`src/rtl/globals_aes.sv`:
```
// Shared AES constants, S-box table and key-expansion state type.
package globals_aes;

    localparam int BLOCK_SIZE        = 128;
    localparam int AES128_ROUNDS     = 10;
    localparam int KEY_SCHEDULE_SIZE = 1408;

    typedef enum logic [1:0] {
        IDLE,
        EXPAND,
        DONE
    } key_exp_state_t;

    localparam logic [7:0] SBOX [0:255] = '{
        8'h63, 8'h7c, 8'h77, 8'h7b, 8'hf2, 8'h6b, 8'h6f, 8'hc5, 8'h30, 8'h01, 8'h67, 8'h2b, 8'hfe, 8'hd7, 8'hab, 8'h76,
        8'hca, 8'h82, 8'hc9, 8'h7d, 8'hfa, 8'h59, 8'h47, 8'hf0, 8'had, 8'hd4, 8'ha2, 8'haf, 8'h9c, 8'ha4, 8'h72, 8'hc0,
        8'hb7, 8'hfd, 8'h93, 8'h26, 8'h36, 8'h3f, 8'hf7, 8'hcc, 8'h34, 8'ha5, 8'he5, 8'hf1, 8'h71, 8'hd8, 8'h31, 8'h15,
        8'h04, 8'hc7, 8'h23, 8'hc3, 8'h18, 8'h96, 8'h05, 8'h9a, 8'h07, 8'h12, 8'h80, 8'he2, 8'heb, 8'h27, 8'hb2, 8'h75,
        8'h09, 8'h83, 8'h2c, 8'h1a, 8'h1b, 8'h6e, 8'h5a, 8'ha0, 8'h52, 8'h3b, 8'hd6, 8'hb3, 8'h29, 8'he3, 8'h2f, 8'h84,
        8'h53, 8'hd1, 8'h00, 8'hed, 8'h20, 8'hfc, 8'hb1, 8'h5b, 8'h6a, 8'hcb, 8'hbe, 8'h39, 8'h4a, 8'h4c, 8'h58, 8'hcf,
        8'hd0, 8'hef, 8'haa, 8'hfb, 8'h43, 8'h4d, 8'h33, 8'h85, 8'h45, 8'hf9, 8'h02, 8'h7f, 8'h50, 8'h3c, 8'h9f, 8'ha8,
        8'h51, 8'ha3, 8'h40, 8'h8f, 8'h92, 8'h9d, 8'h38, 8'hf5, 8'hbc, 8'hb6, 8'hda, 8'h21, 8'h10, 8'hff, 8'hf3, 8'hd2,
        8'hcd, 8'h0c, 8'h13, 8'hec, 8'h5f, 8'h97, 8'h44, 8'h17, 8'hc4, 8'ha7, 8'h7e, 8'h3d, 8'h64, 8'h5d, 8'h19, 8'h73,
        8'h60, 8'h81, 8'h4f, 8'hdc, 8'h22, 8'h2a, 8'h90, 8'h88, 8'h46, 8'hee, 8'hb8, 8'h14, 8'hde, 8'h5e, 8'h0b, 8'hdb,
        8'he0, 8'h32, 8'h3a, 8'h0a, 8'h49, 8'h06, 8'h24, 8'h5c, 8'hc2, 8'hd3, 8'hac, 8'h62, 8'h91, 8'h95, 8'he4, 8'h79,
        8'he7, 8'hc8, 8'h37, 8'h6d, 8'h8d, 8'hd5, 8'h4e, 8'ha9, 8'h6c, 8'h56, 8'hf4, 8'hea, 8'h65, 8'h7a, 8'hae, 8'h08,
        8'hba, 8'h78, 8'h25, 8'h2e, 8'h1c, 8'ha6, 8'hb4, 8'hc6, 8'he8, 8'hdd, 8'h74, 8'h1f, 8'h4b, 8'hbd, 8'h8b, 8'h8a,
        8'h70, 8'h3e, 8'hb5, 8'h66, 8'h48, 8'h03, 8'hf6, 8'h0e, 8'h61, 8'h35, 8'h57, 8'hb9, 8'h86, 8'hc1, 8'h1d, 8'h9e,
        8'he1, 8'hf8, 8'h98, 8'h11, 8'h69, 8'hd9, 8'h8e, 8'h94, 8'h9b, 8'h1e, 8'h87, 8'he9, 8'hce, 8'h55, 8'h28, 8'hdf,
        8'h8c, 8'ha1, 8'h89, 8'h0d, 8'hbf, 8'he6, 8'h42, 8'h68, 8'h41, 8'h99, 8'h2d, 8'h0f, 8'hb0, 8'h54, 8'hbb, 8'h16
    };

    // GF(2^8) multiply by x, reduced by the AES polynomial.
    function automatic logic [7:0] xtime(input logic [7:0] b);
        return {b[6:0], 1'b0} ^ (b[7] ? 8'h1b : 8'h00);
    endfunction

endpackage

```
`src/rtl/aes_key_round.sv`:
```
// One AES-128 key-schedule step: RotWord, SubWord, rcon and the word XOR chain.
module aes_key_round
    import globals_aes::*;
(
    input  logic [0:127] prev_key,
    input  logic [0:7]   rcon,
    output logic [0:127] next_key
);

    logic [0:31] p0, p1, p2, p3;
    logic [0:31] rot, sub;
    logic [0:31] w0, w1, w2, w3;

    assign p0  = prev_key[0:31];
    assign p1  = prev_key[32:63];
    assign p2  = prev_key[64:95];
    assign p3  = prev_key[96:127];
    assign rot = {p3[8:31], p3[0:7]};

    always_comb begin
        sub = '0;
        for (int unsigned i = 0; i < 4; i++) begin
            sub[i*8 +: 8] = SBOX[rot[i*8 +: 8]];
        end
    end

    assign w0 = p0 ^ sub ^ {rcon, 24'h000000};
    assign w1 = p1 ^ w0;
    assign w2 = p2 ^ w1;
    assign w3 = p3 ^ w2;

    assign next_key = {w0, w1, w2, w3};

endmodule

```
`src/rtl/aes_key_expand.sv`:
```
// Iterative AES-128 key expansion: one round key per clock into an 11-slot schedule register.
module aes_key_expand
    import globals_aes::*;
(
    input  logic            clk,
    input  logic            rst_n,
    input  logic            start,
    input  logic [0:127]    key,
    output logic            ready,
    output logic            schedule_valid,
    output logic [0:1407]   key_schedule
);

    localparam logic [3:0] LAST_ROUND = 4'(AES128_ROUNDS);

    key_exp_state_t state, state_next;
    logic [3:0]   round;
    logic [7:0]   rcon;
    logic [0:127] prev_key, next_key;

    always_ff @(posedge clk or negedge rst_n) begin
        if (!rst_n) begin
            state <= IDLE;
        end else begin
            state <= state_next;
        end
    end

    always_comb begin
        state_next = state;
        case (state)
            IDLE, DONE: if (start) state_next = EXPAND;
            EXPAND:     if (round == LAST_ROUND) state_next = DONE;
            default:    state_next = IDLE;
        endcase
    end

    // Source slot is round-1; decoded explicitly so no index ever leaves slots 0..9.
    always_comb begin
        prev_key = '0;
        for (int unsigned r = 0; r < AES128_ROUNDS; r++) begin
            if (round == 4'(r + 1)) prev_key = key_schedule[r*BLOCK_SIZE +: BLOCK_SIZE];
        end
    end

    aes_key_round u_round (
        .prev_key (prev_key),
        .rcon     (rcon),
        .next_key (next_key)
    );

    always_ff @(posedge clk or negedge rst_n) begin
        if (!rst_n) begin
            key_schedule <= '0;
            round        <= '0;
            rcon         <= '0;
        end else begin
            case (state)
                IDLE, DONE: begin
                    if (start) begin
                        key_schedule[0:127] <= key;
                        round               <= 4'd1;
                        rcon                <= 8'h01;
                    end
                end
                EXPAND: begin
                    for (int unsigned r = 1; r <= AES128_ROUNDS; r++) begin
                        if (round == 4'(r)) key_schedule[r*BLOCK_SIZE +: BLOCK_SIZE] <= next_key;
                    end
                    rcon <= xtime(rcon);
                    if (round != LAST_ROUND) round <= round + 4'd1;
                end
                default: ;
            endcase
        end
    end

    assign ready          = (state != EXPAND);
    assign schedule_valid = (state == DONE);

endmodule

```
`config.mk`:
```
export PLATFORM = sky130hd
export DESIGN_NAME = aes_key_expand
export DESIGN_NICKNAME = d
export VERILOG_FILES = /design/src/rtl/globals_aes.sv /design/src/rtl/aes_key_round.sv /design/src/rtl/aes_key_expand.sv
export SDC_FILE = /design/constraint.sdc
export NUM_CORES = 2
export LEC_CHECK = 0
export CAP_MARGIN = 5
export CORE_AREA = 10 10 584 586
export CTS_CLUSTER_DIAMETER = 30
export DETAILED_ROUTE_END_ITERATION = 7
export DIE_AREA = 0 0 594 596
export PLACE_DENSITY_LB_ADDON = 0.05
export SYNTH_ARGS = -nofsm -noshare
export SYNTH_HDL_FRONTEND = slang
export SYNTH_SLANG_ARGS = --single-unit
```
`constraint.sdc`:
```
create_clock -name clk -period 9.7 [get_ports clk]
set_clock_uncertainty 0.15 [all_clocks]
set_input_delay 1.94 -clock clk [delete_from_list [all_inputs] [get_ports clk]]
set_output_delay 1.94 -clock clk [all_outputs]
set_load 0.005 [all_outputs]
```
==> results.sh <==
export IMPL_yosysSeqAreaShare_pct=45.2
export IMPL_fin_tns_setup_ps=0
export IMPL_first_pass_iters=6
export IMPL_post_cts_setup_buffers=0
export IMPL_placementRows=211
export IMPL_tritoncts="yes"
export IMPL_yosys_area_top_type="dfrtp_1"
export IMPL_ys_types=121
export IMPL_synth_seq_cells=1422
export IMPL_clock_path_buffers=4
export IMPL_syn_mean_instance_area_um2=8.46
export IMPL_period_needed_ps=9640
export IMPL_cts_buffers=460
export IMPL_vias=87752
export IMPL_top_layer_used="met5"
export IMPL_cts_root_buffer_cell="clkbuf_16"
export IMPL_nFillCells=33632
export IMPL_max_freq_mhz=104
export IMPL_synth_simple_gate_area_share_pct=16.2
export IMPL_final_cell_mix="nand2_1, clkdlybuf4s50_1, o21ai_0"
export IMPL_synthArstFlopShare_pct=100
export IMPL_fin_nets=10997
export IMPL_drt_iter0_markers=10027
export IMPL_synth_edf_count=0
export IMPL_setup_viol=0
export IMPL_clkTransAtPathRegs_ps=40
export IMPL_cp_max_fo=36
export IMPL_synth_compound_area_share_pct=28.6
export IMPL_grt_max_degree=153
export IMPL_synth_top_area_share_pct=45.2
export IMPL_met1Wirelength_um=269000
export IMPL_vias_per_cell=5.63
export IMPL_fin_crit_sh_pct=99.4
export IMPL_synth_flop_cell="dfrtp_1"
export IMPL_wl_per_cell_um=43.0
export IMPL_wl_met2_um=298000
export IMPL_post_cts_resized=0
export IMPL_drc=0
export IMPL_critical_path_required_ps=10330
export IMPL_synth_top_family_by_area="compound AO/OA/AOI/OAI gates"
export IMPL_wl_um=670000
export IMPL_crit_arrival_ps=10270
export IMPL_ant_nets=0
export IMPL_worstSetupStartpointType="flip-flop"
export IMPL_finalHoldViolations=0
export IMPL_cap_viol_max_count=0
export IMPL_grt_pass1_wl_um=875000
export IMPL_start_util_pct=23.9
export IMPL_gp_congestion=0.935
export IMPL_antenna_found_initial=67
export IMPL_port_buffers=1540
export IMPL_fp_dieW_um=594
export IMPL_grt_pass1_vias=85266
export IMPL_syn_area_um2=78700
export IMPL_drive_above_1_share_pct=13.2
export IMPL_rsz0062_at_grt="no"
export IMPL_core_area_um2=329000
export IMPL_clock_latency_ps=990
export IMPL_synth_warnings=0
export IMPL_synthXorXnorAreaFrac_pct=2.51
export IMPL_area_growth_pct=47.7
export IMPL_synth_area_leaders="dfrtp_1, nand2_1, o21ai_0"
export IMPL_met3_wirelength_um=55500
export IMPL_end_kind="flip-flop"
export IMPL_synth_adder_area_share_pct=0.906
export IMPL_slew_viol_final=0
export IMPL_crit_type="reg -> reg"
export IMPL_hold_buffers=0
export IMPL_grt_overflow=0
export IMPL_synth_nets=9488
export IMPL_clock_sinks=1422
export IMPL_ios=1541
export IMPL_worst_pin_slew_ps=1420
export IMPL_synthCells=9300
export IMPL_die_h_um=596
export IMPL_dieArea_um2=354000
export IMPL_groute_usage_overall_pct=36.0
export IMPL_synth_area_mux_share_pct=1.05
export IMPL_hp_class="reg -> reg"
export IMPL_htree_num_levels=5
export IMPL_status="completed"
export IMPL_slew_headroom_pct=5.35
export IMPL_layout_commonest_cell="nand2_1"
export IMPL_dpl_hpwl_um=508000
logic make-up (layout without fill, tap and decap cells):
logic type | Yosys count | in the layout
simple gates | 3047 | 3047
mux | 81 | 81
other cells | 0 | 36
buf+inv | 960 | 2848
flops | 1422 | 1422
compound gates | 3523 | 3523
fa+ha+maj | 57 | 57
xor+xnor | 210 | 210
worst paths after layout:
path                                 endpoint  depth (start not counted)          startpoint  slack, ps
min reg2reg                key_schedule[1392]                          2  key_schedule[1392]        320
min                        key_schedule[1392]                          2  key_schedule[1392]        320
max reg2reg                key_schedule[1276]                         20            round[0]         60
min in group asynchronous    key_schedule[17]                          1               rst_n        690
max in group asynchronous   key_schedule[697]                          3               rst_n       6300
max                        key_schedule[1276]                         20            round[0]         60
cell usage after synthesis, drive strengths merged, types with 104 or more instances:
cell type,instances
nand2,2038
o211ai,259
nor3,142
o22ai,108
a221oi,104
buf,380
nand3,137
a21oi,432
xnor2,157
a211oi,148
a22oi,196
clkbuf,523
o21ai,1555
dfrtp,1422
nor2,452
worst max-delay path, cell delays in order, from the launching register on:
cell	delay (ps)
dfrtp_1	470
inv_1	220
ha_4	660
nand2_1	840
a21o_1	390
a22oi_1	310
o221ai_2	180
buf_4	280
ha_1	900
nor2_1	150
o21ai_0	560
a21oi_1	270
a2111oi_0	1000
nor4_1	140
a21oi_1	860
xnor2_2	200
buf_4	390
xnor2_2	110
buf_4	250
xnor2_2	810
o21ai_0	230
per-layer routing:
metal | track usage [%] | vias up
li1 | - | 36881
met1 | 44.9 | 44871
met2 | 56.4 | 4927
met3 | 9.35 | 1067
met4 | 20.4 | 6
met5 | 0 | -
final cells by class:
type                       count  area, um^2  share of cell area [%]
tap                         4366        5460                    4.70
inverter                      57         218                   0.187
multi-input combinational   6918       40300                    34.7
timing repair buffer        1950       18900                    16.3
clock inverter               164        2130                    1.83
sequential                  1422       35600                    30.6
antenna                       36        90.1                  0.0775
clock buffer                 677       13600                    11.7
through the flow:
| step | hold slack [ps] | instances | setup WS [ps] | utilization (%) | instance area (um^2) |
|---|---|---|---|---|---|
| after floorplan | 323 | 9300 | 4310 | - | 78700 |
| after global placement | 315 | 14706 | 295 | 30.5 | 100000 |
| after detailed placement | 320 | 14712 | 389 | 30.5 | 100000 |
| after CTS | 329 | 15553 | 328 | 35.3 | 116000 |
| after global routing | 345 | 15555 | 281 | 35.3 | 116000 |
| final | 325 | 15590 | 58.0 | 35.3 | 116000 |
flip-flops by register name (all words and copies together), names as in the netlist:
register	flops
key_schedule	1408
rcon	8
round	4
state	2
Power is not shown: default switching activity piles up to over one toggle a cycle in this logic, so the estimate is an artifact.
